`src/rtl/ctrl_pkg.sv`:
```
// Shared decode constants and the ID/EX control bundle type.
// Used by the ID stage, its decoder and the EX-side consumers.
package ctrl_pkg;

    localparam int ALUOP_W = 5;
    localparam int EXTOP_W = 6;

    localparam logic [ALUOP_W-1:0] ALU_ADD   = 5'd0;
    localparam logic [ALUOP_W-1:0] ALU_SUB   = 5'd1;
    localparam logic [ALUOP_W-1:0] ALU_SLL   = 5'd2;
    localparam logic [ALUOP_W-1:0] ALU_SLT   = 5'd3;
    localparam logic [ALUOP_W-1:0] ALU_SLTU  = 5'd4;
    localparam logic [ALUOP_W-1:0] ALU_XOR   = 5'd5;
    localparam logic [ALUOP_W-1:0] ALU_SRL   = 5'd6;
    localparam logic [ALUOP_W-1:0] ALU_SRA   = 5'd7;
    localparam logic [ALUOP_W-1:0] ALU_OR    = 5'd8;
    localparam logic [ALUOP_W-1:0] ALU_AND   = 5'd9;
    localparam logic [ALUOP_W-1:0] ALU_LUI   = 5'd10;
    localparam logic [ALUOP_W-1:0] ALU_AUIPC = 5'd11;

    // One-hot immediate select {SHAMT,I,S,B,U,J}
    localparam logic [EXTOP_W-1:0] EXT_SHAMT = 6'b100000;
    localparam logic [EXTOP_W-1:0] EXT_I     = 6'b010000;
    localparam logic [EXTOP_W-1:0] EXT_S     = 6'b001000;
    localparam logic [EXTOP_W-1:0] EXT_B     = 6'b000100;
    localparam logic [EXTOP_W-1:0] EXT_U     = 6'b000010;
    localparam logic [EXTOP_W-1:0] EXT_J     = 6'b000001;

    localparam logic [1:0] WD_ALU = 2'b00;
    localparam logic [1:0] WD_MEM = 2'b01;
    localparam logic [1:0] WD_PC4 = 2'b10;

    localparam logic [2:0] DM_W  = 3'b000;
    localparam logic [2:0] DM_B  = 3'b010;
    localparam logic [2:0] DM_BU = 3'b011;
    localparam logic [2:0] DM_H  = 3'b100;
    localparam logic [2:0] DM_HU = 3'b110;

    localparam logic [6:0] OP_R      = 7'b0110011;
    localparam logic [6:0] OP_IMM    = 7'b0010011;
    localparam logic [6:0] OP_LOAD   = 7'b0000011;
    localparam logic [6:0] OP_STORE  = 7'b0100011;
    localparam logic [6:0] OP_BRANCH = 7'b1100011;
    localparam logic [6:0] OP_JAL    = 7'b1101111;
    localparam logic [6:0] OP_JALR   = 7'b1100111;
    localparam logic [6:0] OP_LUI    = 7'b0110111;
    localparam logic [6:0] OP_AUIPC  = 7'b0010111;

    localparam int JT_BEQ  = 0;
    localparam int JT_BNE  = 1;
    localparam int JT_BGE  = 2;
    localparam int JT_BLT  = 3;
    localparam int JT_BGEU = 4;
    localparam int JT_BLTU = 5;
    localparam int JT_JAL  = 6;
    localparam int JT_JALR = 7;

    typedef enum logic {
        ST_RUN,
        ST_BUBBLE
    } state_e;

    typedef struct packed {
        logic [4:0]         rs1;
        logic [4:0]         rs2;
        logic [4:0]         rd;
        logic               regwrite;
        logic               memwrite;
        logic               memread;
        logic               alusrc;
        logic [EXTOP_W-1:0] extop;
        logic [ALUOP_W-1:0] aluop;
        logic [1:0]         wdsel;
        logic [2:0]         dmtype;
        logic [7:0]         jump_type;
        logic               illegal;
    } ctrl_t;

    // funct3 -> ALU code shared by R-type and OP-IMM; alt picks SUB/SRA
    function automatic logic [ALUOP_W-1:0] alu_of_f3(
        input logic [2:0] f3,
        input logic       alt
    );
        logic [ALUOP_W-1:0] op;
        op = ALU_ADD;
        unique case (f3)
            3'b000:  op = alt ? ALU_SUB : ALU_ADD;
            3'b001:  op = ALU_SLL;
            3'b010:  op = ALU_SLT;
            3'b011:  op = ALU_SLTU;
            3'b100:  op = ALU_XOR;
            3'b101:  op = alt ? ALU_SRA : ALU_SRL;
            3'b110:  op = ALU_OR;
            default: op = ALU_AND;
        endcase
        return op;
    endfunction

endpackage

```
`src/rtl/rv32i_decoder.sv`:
```
// Pure combinational RV32I decoder: instruction word to control bundle.
// Ports: instr_i in; ctrl_o bundle, has_rs2_o, without_rs_o out.
module rv32i_decoder
    import ctrl_pkg::*;
(
    input  logic [31:0] instr_i,
    output ctrl_t       ctrl_o,
    output logic        has_rs2_o,
    output logic        without_rs_o
);

    logic [6:0] opc;
    logic [2:0] f3;
    logic [6:0] f7;
    logic       f7_ok;

    assign opc   = instr_i[6:0];
    assign f3    = instr_i[14:12];
    assign f7    = instr_i[31:25];
    assign f7_ok = (f7 == 7'b0000000) || (f7 == 7'b0100000);

    always_comb begin
        ctrl_t c;
        logic  ill;
        c            = '0;
        ill          = 1'b0;
        has_rs2_o    = 1'b0;
        without_rs_o = 1'b0;
        c.rs1        = instr_i[19:15];
        c.rs2        = instr_i[24:20];
        c.rd         = instr_i[11:7];

        unique case (opc)
            OP_R: begin
                c.regwrite = 1'b1;
                has_rs2_o  = 1'b1;
                if (f7 == 7'b0000000) begin
                    c.aluop = alu_of_f3(f3, 1'b0);
                end else if (f7 == 7'b0100000 &&
                             (f3 == 3'b000 || f3 == 3'b101)) begin
                    c.aluop = alu_of_f3(f3, 1'b1);
                end else begin
                    ill = 1'b1;
                end
            end
            OP_IMM: begin
                c.regwrite = 1'b1;
                c.alusrc   = 1'b1;
                if (f3 == 3'b001 || f3 == 3'b101) begin
                    c.extop = EXT_SHAMT;
                    c.aluop = alu_of_f3(f3, (f3 == 3'b101) && instr_i[30]);
                    ill     = !f7_ok;
                end else begin
                    c.extop = EXT_I;
                    c.aluop = alu_of_f3(f3, 1'b0);
                end
            end
            OP_LOAD: begin
                c.regwrite = 1'b1;
                c.memread  = 1'b1;
                c.alusrc   = 1'b1;
                c.extop    = EXT_I;
                c.wdsel    = WD_MEM;
                unique case (f3)
                    3'b000:  c.dmtype = DM_B;
                    3'b001:  c.dmtype = DM_H;
                    3'b010:  c.dmtype = DM_W;
                    3'b100:  c.dmtype = DM_BU;
                    3'b101:  c.dmtype = DM_HU;
                    default: ill = 1'b1;
                endcase
            end
            OP_STORE: begin
                c.memwrite = 1'b1;
                c.alusrc   = 1'b1;
                c.extop    = EXT_S;
                has_rs2_o  = 1'b1;
                unique case (f3)
                    3'b000:  c.dmtype = DM_B;
                    3'b001:  c.dmtype = DM_H;
                    3'b010:  c.dmtype = DM_W;
                    default: ill = 1'b1;
                endcase
            end
            OP_BRANCH: begin
                c.extop   = EXT_B;
                c.aluop   = ALU_SUB;
                has_rs2_o = 1'b1;
                unique case (f3)
                    3'b000:  c.jump_type[JT_BEQ]  = 1'b1;
                    3'b001:  c.jump_type[JT_BNE]  = 1'b1;
                    3'b100:  c.jump_type[JT_BLT]  = 1'b1;
                    3'b101:  c.jump_type[JT_BGE]  = 1'b1;
                    3'b110:  c.jump_type[JT_BLTU] = 1'b1;
                    3'b111:  c.jump_type[JT_BGEU] = 1'b1;
                    default: ill = 1'b1;
                endcase
            end
            OP_JAL: begin
                c.regwrite          = 1'b1;
                c.extop             = EXT_J;
                c.wdsel             = WD_PC4;
                c.jump_type[JT_JAL] = 1'b1;
                without_rs_o        = 1'b1;
            end
            OP_JALR: begin
                c.regwrite           = 1'b1;
                c.alusrc             = 1'b1;
                c.extop              = EXT_I;
                c.wdsel              = WD_PC4;
                c.jump_type[JT_JALR] = 1'b1;
                ill                  = (f3 != 3'b000);
            end
            OP_LUI: begin
                c.regwrite   = 1'b1;
                c.alusrc     = 1'b1;
                c.extop      = EXT_U;
                c.aluop      = ALU_LUI;
                without_rs_o = 1'b1;
            end
            OP_AUIPC: begin
                c.regwrite   = 1'b1;
                c.alusrc     = 1'b1;
                c.extop      = EXT_U;
                c.aluop      = ALU_AUIPC;
                without_rs_o = 1'b1;
            end
            default: ill = 1'b1;
        endcase

        // An illegal word reads no registers, so it never raises a hazard
        if (ill) begin
            c            = '0;
            c.illegal    = 1'b1;
            has_rs2_o    = 1'b0;
            without_rs_o = 1'b1;
        end else if (!c.regwrite) begin
            c.rd = 5'd0;
        end
        ctrl_o = c;
    end

endmodule

```
`src/rtl/decode_stage_ctrl.sv`:
```
// Registered ID stage: handshake, load-use bubble FSM, ID/EX register.
// Optional perf counters enabled by macro DECODE_PERF_CNT_EN.
// Ports: clk/rst; if_* request side; flush; ex_* registered bundle;
//        perf_bubbles/perf_flushes (zero unless counters enabled).
module decode_stage_ctrl
    import ctrl_pkg::*;
#(
    parameter int XLEN  = 32,
    parameter int CNT_W = 32
) (
    input  logic               clk,
    input  logic               rst,
    input  logic               if_valid,
    output logic               if_ready,
    input  logic [31:0]        if_instr,
    input  logic [XLEN-1:0]    if_pc,
    input  logic               flush,
    output logic               ex_valid,
    input  logic               ex_ready,
    output logic [XLEN-1:0]    ex_pc,
    output logic [4:0]         ex_rs1,
    output logic [4:0]         ex_rs2,
    output logic [4:0]         ex_rd,
    output logic               ex_regwrite,
    output logic               ex_memwrite,
    output logic               ex_memread,
    output logic               ex_alusrc,
    output logic [EXTOP_W-1:0] ex_extop,
    output logic [ALUOP_W-1:0] ex_aluop,
    output logic [1:0]         ex_wdsel,
    output logic [2:0]         ex_dmtype,
    output logic [7:0]         ex_jump_type,
    output logic               ex_illegal,
    output logic [CNT_W-1:0]   perf_bubbles,
    output logic [CNT_W-1:0]   perf_flushes
);

    ctrl_t           dec;
    logic            has_rs2;
    logic            without_rs;
    ctrl_t           ctrl_q, ctrl_d;
    logic [XLEN-1:0] pc_q, pc_d;
    logic            valid_q, valid_d;
    state_e          state_q, state_d;
    logic            adv, hazard, accept, bubble;

    rv32i_decoder u_dec (
        .instr_i      (if_instr),
        .ctrl_o       (dec),
        .has_rs2_o    (has_rs2),
        .without_rs_o (without_rs)
    );

    assign adv = !valid_q || ex_ready;

    assign hazard = valid_q && ctrl_q.memread && (ctrl_q.rd != 5'd0) &&
                    if_valid && !without_rs &&
                    ((dec.rs1 == ctrl_q.rd) ||
                     (has_rs2 && dec.rs2 == ctrl_q.rd));

    // Hazard needs a live load in EX, so it is always low in BUBBLE;
    // that state therefore accepts without an extra state term here.
    assign if_ready = !rst && adv && !hazard && !flush;
    assign accept   = if_valid && if_ready;
    assign bubble   = (state_q == ST_RUN) && hazard && adv &&
                      !flush && !rst;

    always_comb begin
        state_d = state_q;
        valid_d = valid_q;
        ctrl_d  = ctrl_q;
        pc_d    = pc_q;
        if (flush) begin
            valid_d = 1'b0;
            state_d = ST_RUN;
        end else if (accept) begin
            valid_d = 1'b1;
            ctrl_d  = dec;
            pc_d    = if_pc;
            state_d = ST_RUN;
        end else if (adv) begin
            valid_d = 1'b0;
            state_d = bubble ? ST_BUBBLE : ST_RUN;
        end
    end

    always_ff @(posedge clk) begin
        if (rst) begin
            state_q <= ST_RUN;
            valid_q <= 1'b0;
            ctrl_q  <= '0;
            pc_q    <= '0;
        end else begin
            state_q <= state_d;
            valid_q <= valid_d;
            ctrl_q  <= ctrl_d;
            pc_q    <= pc_d;
        end
    end

    assign ex_valid     = valid_q;
    assign ex_pc        = pc_q;
    assign ex_rs1       = ctrl_q.rs1;
    assign ex_rs2       = ctrl_q.rs2;
    assign ex_rd        = ctrl_q.rd;
    assign ex_regwrite  = ctrl_q.regwrite;
    assign ex_memwrite  = ctrl_q.memwrite;
    assign ex_memread   = ctrl_q.memread;
    assign ex_alusrc    = ctrl_q.alusrc;
    assign ex_extop     = ctrl_q.extop;
    assign ex_aluop     = ctrl_q.aluop;
    assign ex_wdsel     = ctrl_q.wdsel;
    assign ex_dmtype    = ctrl_q.dmtype;
    assign ex_jump_type = ctrl_q.jump_type;
    assign ex_illegal   = ctrl_q.illegal;

`ifdef DECODE_PERF_CNT_EN
    logic [CNT_W-1:0] bub_q, bub_d;
    logic [CNT_W-1:0] fl_q, fl_d;

    always_comb begin
        bub_d = bub_q;
        fl_d  = fl_q;
        if (bubble && bub_q != '1) begin
            bub_d = bub_q + 1'b1;
        end
        // A flush counts once if it kills the held or the offered word
        if (flush && (valid_q || if_valid) && fl_q != '1) begin
            fl_d = fl_q + 1'b1;
        end
    end

    always_ff @(posedge clk) begin
        if (rst) begin
            bub_q <= '0;
            fl_q  <= '0;
        end else begin
            bub_q <= bub_d;
            fl_q  <= fl_d;
        end
    end

    assign perf_bubbles = bub_q;
    assign perf_flushes = fl_q;
`else
    assign perf_bubbles = '0;
    assign perf_flushes = '0;
`endif

endmodule

```
`config.mk`:
```
export PLATFORM = sky130hd
export DESIGN_NAME = decode_stage_ctrl
export DESIGN_NICKNAME = d
export VERILOG_FILES = /design/src/rtl/ctrl_pkg.sv /design/src/rtl/rv32i_decoder.sv /design/src/rtl/decode_stage_ctrl.sv
export SDC_FILE = /design/constraint.sdc
export NUM_CORES = 1
export LEC_CHECK = 0
export BUFFER_PORTS_ARGS = -buffer_cell sky130_fd_sc_hd__buf_4
export CAP_MARGIN = 20
export CORE_ASPECT_RATIO = 0.9
export CORE_MARGIN = 2
export CORE_UTILIZATION = 51
export CTS_BUF_LIST = sky130_fd_sc_hd__clkbuf_2
export DETAILED_ROUTE_END_ITERATION = 10
export HOLD_SLACK_MARGIN = 0.05
export PLACE_DENSITY = 0.95
export RECOVER_POWER = 50
export SLEW_MARGIN = 30
export SYNTH_ARGS = -nofsm -noshare
export SYNTH_HDL_FRONTEND = slang
export SYNTH_SLANG_ARGS = --single-unit
```
`constraint.sdc`:
```
create_clock -name clk -period 7.05 [get_ports clk]
set_clock_uncertainty 0.1 [all_clocks]
set_input_delay 1.41 -clock clk [delete_from_list [all_inputs] [get_ports clk]]
set_output_delay 1.41 -clock clk [all_outputs]
set_load 0.03 [all_outputs]
```
==> flow_metrics.env <==
export IMPL_status="finished clean"
export IMPL_yosys_warnings=0
export IMPL_setup_viol=0
export IMPL_worst_skew_pair_late_latency_ps=540
export IMPL_cts_path_max_buffers=2
export IMPL_dpl_instance_area_um2=4940
export IMPL_clock_sinks=75
export IMPL_dr_pass1_iters=5
export IMPL_antenna_cells=0
export IMPL_avgRoutedWirePerCell_um=15.5
export IMPL_synth_cells=436
export IMPL_drc=0
export IMPL_num_nets_final=635
export IMPL_met2WireLength_um=5270
export IMPL_ys_seq_area_frac=0.365
export IMPL_grt_first_pass_wirelength_um=15900
export IMPL_cts_setup_buffers=0
export IMPL_utilization=0.600
export IMPL_path_class="input port to output pin"
export IMPL_crit_fanout=12
export IMPL_cts_buffers_inserted=9
export IMPL_die_y_um=89.2
export IMPL_cts_root_buf="clkbuf_2"
export IMPL_ys_ff_latch=75
export IMPL_power_mw=0.822
export IMPL_place_gp_congestion=0.866
export IMPL_required_ps=5540
export IMPL_finalWirelength_um=10400
export IMPL_drt_iter0_drc=220
export IMPL_relSlewSlack=0.386
export IMPL_die_area_um2=8790
export IMPL_hold_violations=0
export IMPL_powerDensity_nw_per_um2=172
export IMPL_cts_tree="yes"
export IMPL_avgSynthCellArea_um2=9.42
export IMPL_cp_arrival_ps=3300
export IMPL_maxSlewViolCount=0
export IMPL_highest_layer="met4"
export IMPL_met1_length_um=4060
export IMPL_antenna_found_initial=0
export IMPL_synth_edf_count=0
export IMPL_synth_ff_type="dfxtp_1"
export IMPL_final_cell_area_um2=4770
export IMPL_rsz0062_at_grt="no"
export IMPL_async_reset_ff_frac=0
export IMPL_ant_nets=0
export IMPL_path_clk_slew_ps=210
export IMPL_htree_num_levels=3
export IMPL_start_util=0.517
export IMPL_syn2layout_area_growth_pct=16.1
export IMPL_routed_wl_met3_um=911
export IMPL_die_x_um=98.6
export IMPL_p_leak_nw=2.06
export IMPL_ios=211
export IMPL_period_needed_ps=4810
export IMPL_cp_end_kind="output pin"
export IMPL_hold_buffers=0
export IMPL_vias=3470
export IMPL_grt_usage=0.230
export IMPL_peakVddDrop_v=0.000113
export IMPL_fmax_ghz=0.208
export IMPL_hold_path_class="flop to flop"
export IMPL_row_count=31
export IMPL_syn_area_um2=4110
export IMPL_via_per_inst=5.18
export IMPL_cp_start_kind="input port"
export IMPL_worstMarginPinSlew_ps=914
export IMPL_cap_violations=0
export IMPL_grt_ovfl_total=0
export IMPL_layout_drive_gt1_share=0.224
export IMPL_grt_pass1_vias=3278
export IMPL_timing_setup_tns_ps=0
export IMPL_core_area_um2=7950
export IMPL_hpwl_um=7950
export IMPL_grt_max_degree=44
export IMPL_fin_crit_sh=0.682
export IMPL_yosysUniqueCellTypes=55
export IMPL_io_buffers=145
export IMPL_cts_resized=0
[where the power goes]
| part | switching (mW) | internal (mW) |
|---|---|---|
| registers | 0.00563 | 0.436 |
| logic | 0.120 | 0.0566 |
| clock network | 0.158 | 0.0446 |
| total | 0.284 | 0.538 |
[synthesized netlist by cell type (all sizes together) (2+ instances only)]
cell	n	area share
nor4	2	0.0030
nand3	10	0.012
mux2i	16	0.039
clkbuf	12	0.011
nor4b	2	0.0094
or4	3	0.0064
o21ai	11	0.016
xnor2	3	0.0064
nand4b	3	0.0064
nor3	5	0.0061
a32o	16	0.039
nor2	14	0.013
a21boi	5	0.010
a21o	2	0.0037
a31oi	3	0.0046
and3	4	0.0061
o2111ai	4	0.0085
o32ai	2	0.0043
a21oi	6	0.0073
or3	2	0.0030
mux2	33	0.090
nor2b	39	0.059
and2	3	0.0046
nand4	8	0.012
buf	81	0.15
xor2	9	0.019
o22ai	2	0.0030
dfxtp	75	0.37
inv	6	0.0055
nand2	31	0.028
nand2b	7	0.011
[placed cells by master (no fill, tap or decap), types with 14 or more instances in the layout]
cell type  synthesis  final
clkbuf_1          12     76
dfxtp_1           75     75
buf_4             73     71
conb_1             1     65
nor2b_1           39     39
mux2_2            33     33
nand2_1           31     31
a32o_1            16     16
mux2i_1           16     16
nor2_1            14     14
[routing by layer]
metal  vias to the layer above  track usage
li1                       1661            -
met1                      1611        0.270
met2                       184        0.400
met3                        14       0.0657
met4                         0       0.0959
met5                         -            0
[metrics by stage]
step / hold slack [ps] / cells / setup slack, ps
2_1_floorplan: 482 / 500 / 2250
3_3_place_gp: 345 / 653 / 2360
3_5_place_dp: 355 / 653 / 2260
4_1_cts: 379 / 669 / 2280
5_1_grt: 393 / 670 / 2110
6_report: 373 / 670 / 2240
[critical path, cell delays in order]
cell	delay (ps)
buf_4	150
nand4b_1	270
or3_1	430
a22oi_1	440
nor4b_4	150
a21boi_0	230
buf_4	200
[kinds of logic after synthesis]
kind of cell | count (synthesis) | synth area share
AOI/OAI and AO/OA | 60 | 0.117
muxes | 49 | 0.129
and+or+nand+nor | 139 | 0.197
other | 1 | 0.000913
buffers and inverters | 100 | 0.165
xor gates and xnor gates | 12 | 0.0256
DFF | 75 | 0.365
[worst paths after layout]
check	from	endpoint	slack, ps	cells after the start
setup / recovery	if_instr[4]	if_ready	2240	7
hold / removal	ex_extop[2]	ex_extop[2]	370	2
setup reg to reg	ex_rd[3]	ex_pc[29]	3850	8
hold reg to reg	ex_extop[2]	ex_extop[2]	370	2
[area by class of cell]
cell class / instances / area, µm²
repair buffers: 148 / 846
fillers: 725 / 3180
clock buffers: 9 / 45.0
flip-flops and latches: 75 / 1500
multi-input cells: 325 / 2190
clock inverters: 7 / 42.5
inverters: 7 / 26.3
well taps: 99 / 124
[sequential cells by signal (all words and copies together) (netlist names), 2 cells and up]
signal / count
ex_dmtype: 3
ex_rs1: 5
ex_extop: 6
ex_wdsel: 2
ex_rs2: 5
ex_aluop: 4
ex_jump_type: 8
ex_rd: 5
ex_pc: 32
(Power assumes the default switching activity.)
